[config.mk]
export PLATFORM = sky130hd
export DESIGN_NAME = elastic_pipe_flat
export DESIGN_NICKNAME = d
export VERILOG_FILES = /design/src/rtl/pipe_pkg.sv /design/src/rtl/elastic_pipe_if.sv /design/src/rtl/pipe_stage.sv /design/src/rtl/elastic_pipe.sv /design/src/flat_wrapper.sv
export SDC_FILE = /design/constraint.sdc
export NUM_CORES = 1
export LEC_CHECK = 0
export BUFFER_PORTS_ARGS = -buffer_cell sky130_fd_sc_hd__buf_2
export CAP_MARGIN = 20
export CORE_ASPECT_RATIO = 1.5
export CORE_MARGIN = 5
export CORE_UTILIZATION = 56
export DETAILED_ROUTE_END_ITERATION = 8
export PLACE_DENSITY_LB_ADDON = 0.3
export RECOVER_POWER = 25
export SYNTH_ARGS = -nofsm -noshare
export SYNTH_HDL_FRONTEND = slang
export SYNTH_SLANG_ARGS = --single-unit
[constraint.sdc]
create_clock -name clk -period 3.42 [get_ports clk]
set_input_delay 0.171 -clock clk [delete_from_list [all_inputs] [get_ports clk]]
set_output_delay 0.171 -clock clk [all_outputs]
set_load 0.01 [all_outputs]
[src/rtl/pipe_pkg.sv]
`default_nettype none
// ============================================================================
// Module      : pipe_pkg
// Description : Shared constants and helpers for the elastic pipeline.
// Revision    : 1.0 - initial release
// ============================================================================
package pipe_pkg;

    localparam int MAX_PIPE_DEPTH = 16;

    // Bits needed to count 0..depth valid stages inclusive.
    function automatic int occ_width(input int depth);
        return $clog2(depth + 1);
    endfunction

endpackage : pipe_pkg
`default_nettype wire

[src/rtl/elastic_pipe_if.sv]
`default_nettype none
// ============================================================================
// Module      : elastic_pipe_if
// Description : Valid/ready stream bundle with flush and occupancy report.
// Revision    : 1.0 - initial release
// ============================================================================
interface elastic_pipe_if
    import pipe_pkg::*;
#(
    parameter int WIDTH = 8,
    parameter int DEPTH = 3
);
    logic                         flush;
    logic                         in_valid;
    logic [WIDTH-1:0]             in_data;
    logic                         in_ready;
    logic                         out_valid;
    logic [WIDTH-1:0]             out_data;
    logic                         out_ready;
    logic [occ_width(DEPTH)-1:0]  occupancy;

    modport master (
        output flush, in_valid, in_data, out_ready,
        input  in_ready, out_valid, out_data, occupancy
    );

    modport slave (
        input  flush, in_valid, in_data, out_ready,
        output in_ready, out_valid, out_data, occupancy
    );
endinterface : elastic_pipe_if
`default_nettype wire

[src/rtl/pipe_stage.sv]
`default_nettype none
// ============================================================================
// Module      : pipe_stage
// Description : One pipeline register with a valid bit; data loads only with
//               a valid word so bubbles never overwrite held data.
// Revision    : 1.0 - initial release
// ============================================================================
module pipe_stage #(
    parameter int               WIDTH     = 8,
    parameter logic [WIDTH-1:0] RESET_VAL = '0
) (
    input  wire logic             clk,
    input  wire logic             rst,
    input  wire logic             i_clr,
    input  wire logic             i_en,
    input  wire logic             i_valid,
    input  wire logic [WIDTH-1:0] i_data,
    output logic                  o_valid,
    output logic      [WIDTH-1:0] o_data
);
    logic             r_valid;
    logic [WIDTH-1:0] r_data;

    always_ff @(posedge clk) begin
        if (rst) begin
            r_valid <= 1'b0;
            r_data  <= RESET_VAL;
        end else if (i_clr) begin
            r_valid <= 1'b0;
        end else if (i_en) begin
            r_valid <= i_valid;
            if (i_valid) begin
                r_data <= i_data;
            end
        end
    end

    assign o_valid = r_valid;
    assign o_data  = r_data;
endmodule : pipe_stage
`default_nettype wire

[src/rtl/elastic_pipe.sv]
`default_nettype none
// ============================================================================
// Module      : elastic_pipe
// Description : DEPTH-stage valid/ready register pipeline with bubble
//               collapse, synchronous flush and occupancy count.
// Revision    : 1.0 - initial release
// ============================================================================
module elastic_pipe
    import pipe_pkg::*;
#(
    parameter int               WIDTH     = 8,
    parameter int               DEPTH     = 3,
    parameter logic [WIDTH-1:0] RESET_VAL = '0
) (
    input  wire logic     clk,
    input  wire logic     rst,
    elastic_pipe_if.slave bus
);
    localparam int c_OCC_W = occ_width(DEPTH);

    logic [DEPTH-1:0] w_v;
    logic [DEPTH-1:0] w_en;
    logic [WIDTH-1:0] w_d [DEPTH];
    logic [c_OCC_W-1:0] w_occ;

    if (DEPTH < 1 || DEPTH > MAX_PIPE_DEPTH) begin : g_depth_check
        $error("elastic_pipe: DEPTH out of range");
    end

    for (genvar i = 0; i < DEPTH; i++) begin : g_stage
        logic             w_vin;
        logic [WIDTH-1:0] w_din;

        if (i == 0) begin : g_head
            assign w_vin = bus.in_valid;
            assign w_din = bus.in_data;
        end else begin : g_body
            assign w_vin = w_v[i-1];
            assign w_din = w_d[i-1];
        end

        pipe_stage #(
            .WIDTH     (WIDTH),
            .RESET_VAL (RESET_VAL)
        ) u_stage (
            .clk     (clk),
            .rst     (rst),
            .i_clr   (bus.flush),
            .i_en    (w_en[i]),
            .i_valid (w_vin),
            .i_data  (w_din),
            .o_valid (w_v[i]),
            .o_data  (w_d[i])
        );
    end

    // Enable ripples from the output side: a stage may move if it is empty
    // or everything downstream of it is moving.
    always_comb begin
        logic w_run;
        w_en  = '0;
        w_run = ~w_v[DEPTH-1] | bus.out_ready;
        w_en[DEPTH-1] = w_run;
        for (int i = DEPTH - 2; i >= 0; i--) begin
            w_run   = ~w_v[i] | w_run;
            w_en[i] = w_run;
        end
    end

    always_comb begin
        w_occ = '0;
        for (int i = 0; i < DEPTH; i++) begin
            w_occ = w_occ + c_OCC_W'(w_v[i]);
        end
    end

    assign bus.in_ready  = w_en[0] & ~bus.flush;
    assign bus.out_valid = w_v[DEPTH-1];
    assign bus.out_data  = w_d[DEPTH-1];
    assign bus.occupancy = w_occ;
endmodule : elastic_pipe
`default_nettype wire

[src/flat_wrapper.sv]
// flat-port wrapper written by rule: the top's interface ports become plain ports
module elastic_pipe_flat import pipe_pkg::*;
#(
    parameter int               WIDTH     = 8,
    parameter int               DEPTH     = 3,
    parameter logic [WIDTH-1:0] RESET_VAL = '0
)
  (clk, rst, bus_flush, bus_in_valid, bus_in_data, bus_out_ready, bus_in_ready, bus_out_valid, bus_out_data, bus_occupancy);
  elastic_pipe_if #(.WIDTH(WIDTH), .DEPTH(DEPTH)) bus_i ();
  input  wire logic clk;
  input  wire logic rst;
  input wire logic [$bits(bus_i.flush)-1:0] bus_flush;
  input wire logic [$bits(bus_i.in_valid)-1:0] bus_in_valid;
  input wire logic [$bits(bus_i.in_data)-1:0] bus_in_data;
  input wire logic [$bits(bus_i.out_ready)-1:0] bus_out_ready;
  output wire logic [$bits(bus_i.in_ready)-1:0] bus_in_ready;
  output wire logic [$bits(bus_i.out_valid)-1:0] bus_out_valid;
  output wire logic [$bits(bus_i.out_data)-1:0] bus_out_data;
  output wire logic [$bits(bus_i.occupancy)-1:0] bus_occupancy;
  assign bus_i.flush = bus_flush;
  assign bus_i.in_valid = bus_in_valid;
  assign bus_i.in_data = bus_in_data;
  assign bus_i.out_ready = bus_out_ready;
  assign bus_in_ready = bus_i.in_ready;
  assign bus_out_valid = bus_i.out_valid;
  assign bus_out_data = bus_i.out_data;
  assign bus_occupancy = bus_i.occupancy;
  elastic_pipe #(.WIDTH(WIDTH), .DEPTH(DEPTH), .RESET_VAL(RESET_VAL)) u_core (.clk(clk), .rst(rst), .bus(bus_i));
endmodule
==> impl_metrics.ini, run 1 <==
[placed_design]
numPortBuffers = 24
place.gp.congestion = 0.736
dp_hpwl_um = 1500

[cts]
holdBufCountCts = 0
cts_resized = 0
clock_latency_ns = 0.31
numCtsBuffers = 3
cts_root_buf = clkbuf_4
cts_tree = built
cts_setup_buffers = 0
cts_buffer_depth = 2
htreeDepth = 1
clk_pin_slew_ns = 0.13
cts.sinks = 27

[floorplanning]
dieArea_um2 = 3060
ios = 25
die_w_um = 46.9
die_h_um = 65.3
row_count = 20
start_util_pct = 57.7
core_um2 = 1980

[setup_path]
cp_max_fo = 9
path_delay_family = flip-flops
slowest_delay_ns = 0.58
crit_required_ns = 3.25
worstSetupEndpointType = output pin
crit_path_cell_trace = fa_1 > buf_2
worstPathArrival_ns = 1.50
rr_startpoint = u_core.g_stage[2].u_stage.o_valid
cpMaxStageDelayCell = dfxtp_1
worstSetupStartpointType = register
worstSetupStartpoint = u_core.g_stage[1].u_stage.o_valid
critPathKind = register to output pin
cp_num_buf_inv = 1

[global_routing]
grt_max_degree = 36
grt-ovfl-total = 0
track_usage_pct = 14.9
antenna_found_initial = 0
grt_pass1_wl_um = 3430
grt_pass1_vias = 825

[synthesis]
synth_cell_types = 19
syn_avg_cell_area_um2 = 9.92
synth.largest_area_cell = dfxtp_1
synth_cells = 115
yosysSeqAreaShare_pct = 47.4
synth_top_area_share_pct = 47.4
synth_nets = 129
synth_area_um2 = 1140
yosys-top-cells-area = dfxtp_1, nand2b_1, mux2i_1
ys_seq_elements = 27
ys.warnings.count = 0

[finish]
drive_above_1_share_pct = 16.3
area_delta_synth_final_pct = 11.3
antennaDiodeCount = 0
fin_nets = 150

[timing]
clock_skew_ns = 0.00293
fin_crit_sh_pct = 49.0
slew_viol_final = 0
fin_crit_ns = 1.68
relSlewSlack_pct = 58.9
finalHoldViolations = 0
finalSetupTns_ns = 0
setup_viol = 0
rsz0062_at_grt = no
clock.fmax_mhz = 597
worstMarginPinSlew_ns = 0.616

[routing]
drt-total-wl_um = 1980
dr.pass1.iters = 4
via_per_inst = 5.32
wl_per_cell_um = 12.6
drtIter0Drc = 22
drtAntennaViolNets = 0
vias = 836
drc = 0

[hold_path]
worstHoldStart = bus_in_data[0]
hp-class = primary input to register

[flow_run]
drv_cap = 0

[pwr]
power.leakage_uw = 0.000453
ir_worst_vdd_mv = 0.317
power_density_nw_per_um2 = 386
total_power_uw = 490

[outcome]
status = complete, no violations
[through the flow]
stage	util, %	instances	instance area [um^2]	hold slack (ns)	setup slack [ns]
5_1_grt	64.2	157	1270	0.0794	1.65
4_1_cts	64.8	157	1280	0.0909	1.74
3_3_place_gp	63.4	153	1250	0.432	1.99
6_report	64.2	157	1270	0.0971	1.74
2_1_floorplan	-	115	1140	0.327	2.09
3_5_place_dp	63.4	153	1250	0.437	1.95
[area by class of cell]
type                       instances  area [um^2]
clock buffer                       3         22.5
clock inverter                     1         5.00
fill                             187          707
inverter                           1         3.75
multi-input combinational         79          562
sequential                        27          541
tap                               22         27.5
timing repair buffer              24          109
[final timing paths]
| path | slack, ns | to | cells past startpoint |
|---|---|---|---|
| worst max-delay path | 1.74 | bus_occupancy[0] | 2 |
| worst min-delay path | 0.1 | u_core.g_stage[0].u_stage.o_data[0] | 3 |
| worst max register to register | 1.94 | u_core.g_stage[0].u_stage.o_data[6] | 3 |
| worst min register to register | 0.48 | u_core.g_stage[2].u_stage.o_data[3] | 2 |
[routing by layer]
layer | share of wire (%) | global-route usage (%) | vias to the layer above
met1 | 42 | 18.1 | 380
met3 | 6.2 | 3.29 | 2
met4 | 0.91 | 6.57 | 0
met2 | 51 | 24.3 | 17
met5 | 0 | 0 | -
li1 | - | - | 437
[cells by family (layout without fill, tap and decap cells)]
kind of cell	after synthesis	after routing	synth area share, %
AO/OA/AOI/OAI	21	21	11.6
flip-flops	27	27	47.4
AND/OR/NAND/NOR	41	41	21.8
buffers and inverters	9	29	3.40
multiplexers	16	16	14.0
adder cells (fa/ha/maj)	1	1	1.75
[cell usage after synthesis (all sizes together)]
cell type and n:
a21oi 10, a311oi 1, a31oi 2, buf 3, clkbuf 5, dfxtp 27
fa 1, inv 1, mux2i 16, nand2b 26, nand3 8, nor2 1
nor2b 2, nor3 3, o21ai 8, or2b 1
[registers in the layout (all words and copies together) (netlist names)]
name                            cells
u_core.g_stage.u_stage.o_valid      3
u_core.g_stage.u_stage.o_data      24
[where the power goes]
group | total [uW] | switching, uW | internal (uW)
Sequential | 324 | 3.32 | 321
Combinational | 37.5 | 18.5 | 19.0
Clock | 129 | 85.1 | 43.7
Total | 490 | 107 | 383
[cells in the final DEF, fill, tap and decap left out, drive strengths merged]
cell type / synthesis / routed
or2b: 1 / 1
nor3: 3 / 3
a31oi: 2 / 2
mux2i: 16 / 16
buf: 3 / 15
nor2b: 2 / 2
dfxtp: 27 / 27
clkinv: 0 / 1
nand2b: 26 / 26
o21ai: 8 / 8
fa: 1 / 1
nand3: 8 / 8
nor2: 1 / 1
inv: 1 / 1
a311oi: 1 / 1
clkbuf: 5 / 12
a21oi: 10 / 10
[worst register-to-register path, stage by stage, from the launching register on]
cell      delay, ns
dfxtp_1        0.37
nor2b_4        0.19
a311oi_4       0.61
mux2i_1        0.26
No activity file was read; power rests on OpenSTA's default activity.
==> run 2: changes to the inputs <==
--- a/config.mk
+++ b/config.mk
@@ -5,11 +5,12 @@
 export SDC_FILE = /design/constraint.sdc
 export NUM_CORES = 1
 export LEC_CHECK = 0
+export ABC_AREA = 1
 export BUFFER_PORTS_ARGS = -buffer_cell sky130_fd_sc_hd__buf_2
 export CAP_MARGIN = 20
 export CORE_ASPECT_RATIO = 1.5
 export CORE_MARGIN = 5
-export CORE_UTILIZATION = 56
+export CORE_UTILIZATION = 52
 export DETAILED_ROUTE_END_ITERATION = 8
 export PLACE_DENSITY_LB_ADDON = 0.3
 export RECOVER_POWER = 25
==> constraint.sdc (replaced) <==
create_clock -name clk -period 1.65 [get_ports clk]
set_input_delay 0.0825 -clock clk [delete_from_list [all_inputs] [get_ports clk]]
set_output_delay 0.0825 -clock clk [all_outputs]
set_load 0.01 [all_outputs]
==> impl_metrics.ini, run 2 <==
[routing]
dr.pass1.iters = 4
drtIter0Drc = 23
via_per_inst = 5.12
wl_per_cell_um = 11.3
vias = 963
drc = 0
drtAntennaViolNets = 0
drt-total-wl_um = 2130

[setup_path]
worstSetupStartpointType = register
critPathKind = register to output pin
worstSetupStartpoint = u_core.g_stage[2].u_stage.o_valid
cp.depth = 2
cp_max_fo = 5
crit_path_cell_trace = fa_1 > buf_2
worstPathArrival_ns = 1.42
cpMaxStageDelayCell = dfxtp_1
cp_num_buf_inv = 1
worstSetupEndpointType = output pin
reg2reg_slack_ns = 0.37
worstSetupEndpoint = bus_occupancy[0]
r2r-end = u_core.g_stage[2].u_stage.o_data[1]
slowest_delay_ns = 0.51
reg2reg_depth = 4
path_delay_family = flip-flops
rr_startpoint = u_core.g_stage[2].u_stage.o_valid
crit_required_ns = 1.57

[finish]
final_common_cell = dfxtp_1
final_util_pct = 60.0
largest_register_ffs = 24
fin_nets = 180
drive_above_1_share_pct = 26.7
area_delta_synth_final_pct = 12.5
final_cell_area_um2 = 1310
multi_input_area_um2 = 539
fillCellCount = 219
mostFrequentLayoutCells = dfxtp_1, nand3_1, nand2_1, a21oi_1, buf_2
antennaDiodeCount = 0
regArea_um2 = 541

[cts]
holdBufCountCts = 0
clk_pin_slew_ns = 0.13
numCtsBuffers = 3
htreeDepth = 1
cts_tree = built
cts_buffer_depth = 2
cts_setup_buffers = 0
cts_root_buf = clkbuf_4
cts.sinks = 27
cts_resized = 0
clock_latency_ns = 0.32

[timing]
clock.fmax_mhz = 665
finalHoldViolations = 0
setup_viol = 0
slew_viol_final = 0
finalSetupTns_ns = 0
rsz0062_at_grt = no
fin_crit_sh_pct = 91.2
worstMarginPinSlew_ns = 0.339
clock_skew_ns = 0.00643
fin_crit_ns = 1.50
relSlewSlack_pct = 77.4

[floorplanning]
die_h_um = 67.9
row_count = 21
core_um2 = 2180
die_w_um = 48.6
start_util_pct = 53.4
ios = 25
dieArea_um2 = 3300

[global_routing]
grt_pass1_wl_um = 3860
track_usage_pct = 14.6
antenna_found_initial = 0
grt_max_degree = 19
grt_pass1_vias = 928
grt-ovfl-total = 0

[outcome]
status = complete, no violations

[pwr]
p_int_uw = 799
ir_worst_vdd_mv = 0.432
power_density_nw_per_um2 = 797
p_sw_share_pct = 23.4
p_sw_uw = 244
power.leakage_uw = 0.000516
clkPwrFrac_pct = 26.3
p_comb_share_pct = 8.6
seq_power_share_pct = 65.1

[placed_design]
place.gp.congestion = 0.748
dp_hpwl_um = 1610
numPortBuffers = 24
place_area_um2 = 1290

[synthesis]
ys_seq_elements = 27
synth_edf_count = 0
synth_nets = 154
ys.warnings.count = 0
syn_avg_cell_area_um2 = 8.31
yosysSeqAreaShare_pct = 46.5
yosysMostFrequentCell = dfxtp_1
synth_area_um2 = 1160
synth_cell_types = 18
yosys_most_used_dff = dfxtp_1
synth_top_area_share_pct = 46.5
async_flop_share_pct = 0
yosys-top-cells-area = dfxtp_1, nand3_1, a21oi_1
synth_cells = 140
synth.largest_area_cell = dfxtp_1
synth_common_cells = dfxtp_1, nand3_1, a21oi_1, nand2_1, inv_1

[flow_run]
drv_cap = 0

[hold_path]
hp-class = primary input to register
-- run 2: cell count changes after synthesis, moves of 2 or more --
cell,delta
nand2b_1,-26
nand2_1,+18
mux2i_1,-16
nand3_1,+16
inv_1,+12
a21oi_1,+10
nand2_2,+10
o21ai_0,-8
a21oi_2,+7
nor2_1,+7
clkbuf_1,-3
nor2_4,+3
nor3_1,-3
a31oi_1,-2
-- run 2: routing by layer --
metal  global-route usage [%]  part of all wire, %  wire length (um)  up-vias
met5                        0                    0                 0        -
met4                     8.08                  2.1                44        0
met3                     2.61                  5.0               107        5
met2                     27.5                   52              1110       19
met1                     15.2                   41               868      429
li1                         -                    -                 -      510
-- run 2: logic make-up (layout without fill, tap and decap cells) --
| family | count (synthesis) | after routing | share of synthesized area [%] |
|---|---|---|---|
| adder cells (fa/ha/maj) | 1 | 1 | 1.72 |
| flip-flops | 27 | 27 | 46.5 |
| buffers and inverters | 19 | 44 | 6.99 |
| AO/OA/AOI/OAI | 27 | 27 | 14.2 |
| AND/OR/NAND/NOR | 66 | 66 | 30.6 |
-- run 2: power by group through the flow --
stage	registers, uW	logic (uW)	clock network (uW)
6_report	679	89.7	274
5_1_grt	682	103	313
4_1_cts	679	91.3	281
3_5_place_dp	693	91.1	0
3_3_place_gp	693	87.8	0
2_1_floorplan	691	64.8	0
-- run 2: metrics by stage --
stage                     std cells  hold WS [ns]  worst slack (ns)  power [uW]
after floorplan                 140         0.279             0.494         756
after global placement          184         0.381             0.490         780
after detailed placement        184         0.402             0.434         784
after CTS                       188        0.0637             0.113        1050
after global routing            188        0.0590            0.0563        1100
final                           188        0.0645             0.146        1040
-- run 2: area by class of cell --
class,instances,area share (%)
well taps,23,2.20
clock buffers,4,2.01
multi-input cells,94,41.2
flip-flops and latches,27,41.3
repair buffers,25,8.99
inverters,15,4.30
-- run 2: worst min path at each step --
stage	slack, ns	from	cells past startpoint	to
4_1_cts	0.06	bus_in_valid	3	u_core.g_stage[0].u_stage.o_valid
3_5_place_dp	0.40	bus_in_data[5]	5	u_core.g_stage[0].u_stage.o_data[5]
5_1_grt	0.06	bus_in_valid	3	u_core.g_stage[0].u_stage.o_valid
6_report	0.06	bus_in_valid	3	u_core.g_stage[0].u_stage.o_valid
2_1_floorplan	0.28	bus_flush	3	u_core.g_stage[0].u_stage.o_valid
3_3_place_gp	0.38	bus_in_valid	3	u_core.g_stage[0].u_stage.o_valid
-- run 2: worst min-delay path, stage by stage --
cell	delay [ns]
buf_2	0.08
inv_1	0.06
a21oi_1	0.13
==> run 3: changes to the inputs <==
--- a/config.mk
+++ b/config.mk
@@ -10,7 +10,7 @@
 export CAP_MARGIN = 20
 export CORE_ASPECT_RATIO = 1.5
 export CORE_MARGIN = 5
-export CORE_UTILIZATION = 52
+export CORE_UTILIZATION = 35
 export DETAILED_ROUTE_END_ITERATION = 8
 export PLACE_DENSITY_LB_ADDON = 0.3
 export RECOVER_POWER = 25
==> impl_metrics.ini, run 3 (synthesis gave the netlist of run 2 again) <==
[timing]
slew_viol_final = 0
worstMarginPinSlew_ns = 0.371
finalSetupTns_ns = 0
fin_crit_ns = 1.44
layout_setup_ws_ns = 0.214
finalHoldViolations = 0
relSlewSlack_pct = 75.2
setup_viol = 0
rsz0062_at_grt = no
clock.fmax_mhz = 696
clock_skew_ns = 0.00422
fin_crit_sh_pct = 87.1

[global_routing]
grt_pass1_vias = 903
grt_pass1_wl_um = 3870
track_usage_pct = 10.3
grt_max_degree = 19
grt-ovfl-total = 0
antenna_found_initial = 0

[routing]
vias = 951
drc = 0
drtAntennaViolNets = 0
wl_per_cell_um = 10.5
dr.pass1.iters = 4
via_per_inst = 4.66
drtIter0Drc = 26
drt-total-wl_um = 2130

[finish]
mostFrequentLayoutCells = dfxtp_1, nand3_1, nand2_1, a21oi_1, buf_2
fin_cells = 204
drive_above_1_share_pct = 26.8
multi_input_area_um2 = 539
antennaDiodeCount = 0
final_common_cell = dfxtp_1
fillCellCount = 333
regArea_um2 = 541
final_cell_area_um2 = 1350
area_delta_synth_final_pct = 15.6
largest_register_ffs = 24
fin_nets = 179

[floorplanning]
die_w_um = 57.1
dieArea_um2 = 4600
core_um2 = 3190
die_h_um = 80.6
ios = 25
row_count = 25
start_util_pct = 36.5

[cts]
cts_setup_buffers = 0
numCtsBuffers = 3
cts_tree = built
htreeDepth = 1
cts_root_buf = clkbuf_8
clk_pin_slew_ns = 0.09
clock_latency_ns = 0.27
holdBufCountCts = 0
cts_buffer_depth = 2
cts.sinks = 27
cts_resized = 0

[setup_path]
reg2reg_depth = 4
critPathKind = register to output pin
rr_startpoint = u_core.g_stage[2].u_stage.o_valid
r2r-end = u_core.g_stage[2].u_stage.o_data[4]
crit_required_ns = 1.57
worstSetupEndpointType = output pin
cp_max_fo = 18
worstSetupStartpointType = register
worstPathArrival_ns = 1.35
reg2reg_slack_ns = 0.40

[placed_design]
dp_slack_ns = 0.436
place_area_um2 = 1310
dp_hpwl_um = 1640
numPortBuffers = 24
place.gp.congestion = 0.694
placedCellCount = 200

[pwr]
total_power_uw = 1140
ir_worst_vdd_mv = 0.559
power.leakage_uw = 0.000518
power_density_nw_per_um2 = 844

[hold_path]
worstHoldStart = bus_in_data[3]
hold_path_depth = 5
min_to = u_core.g_stage[0].u_stage.o_data[3]
hp-class = primary input to register

[outcome]
status = complete, no violations

[flow_run]
drv_cap = 0
[run 3: changes by cell type in the layout (fill, tap and decap cells not counted)]
| cell | previous run | this run |
|---|---|---|
| clkbuf_4 | 3 | 0 |
| clkbuf_8 | 0 | 3 |
| buf_4 | 1 | 0 |
| clkbuf_1 | 9 | 8 |
| clkinvlp_4 | 0 | 1 |
[run 3: layer usage]
metal / share of wire, % / vias up / GRT usage, %
met4: 0.75 / 0 / 3.48
met1: 43 / 423 / 11.8
met3: 5.5 / 2 / 2.41
met2: 50 / 20 / 18.4
li1: - / 506 / -
met5: 0 / - / 0
[run 3: how the worst max path moves through the flow]
stage,startpoint,end,cells after the start
6_report,u_core.g_stage[2].u_stage.o_valid,bus_in_ready,4
5_1_grt,u_core.g_stage[2].u_stage.o_valid,bus_in_ready,4
4_1_cts,u_core.g_stage[2].u_stage.o_valid,bus_in_ready,4
3_5_place_dp,u_core.g_stage[2].u_stage.o_valid,u_core.g_stage[1].u_stage.o_data[4],4
3_3_place_gp,u_core.g_stage[2].u_stage.o_valid,u_core.g_stage[1].u_stage.o_data[3],4
2_1_floorplan,u_core.g_stage[2].u_stage.o_valid,u_core.g_stage[0].u_stage.o_data[0],4
[run 3: area by class of cell]
type / count / area share [%]
clock buffers: 3 / 3.07
clock inverters: 1 / 0.558
inverters: 15 / 4.19
multi-input cells: 94 / 40.1
flip-flops and latches: 27 / 40.2
well taps: 40 / 3.72
repair buffers: 24 / 8.19
[run 3: worst max-delay path, stage by stage (launching register included)]
cell and delay (ns):
dfxtp_1 0.49, nand4_4 0.29, nand2_1 0.14, inv_1 0.04
buf_2 0.13
[run 3: through the flow]
step,utilization [%],hold WS [ns]
2_1_floorplan,-,0.279
3_3_place_gp,41.0,0.387
3_5_place_dp,41.0,0.406
4_1_cts,42.5,0.116
5_1_grt,42.2,0.140
6_report,42.2,0.122
[run 3: report_power, final]
part	internal (uW)	switching [uW]
Clock	171	199
Sequential	668	10.3
Combinational	34.5	53.2
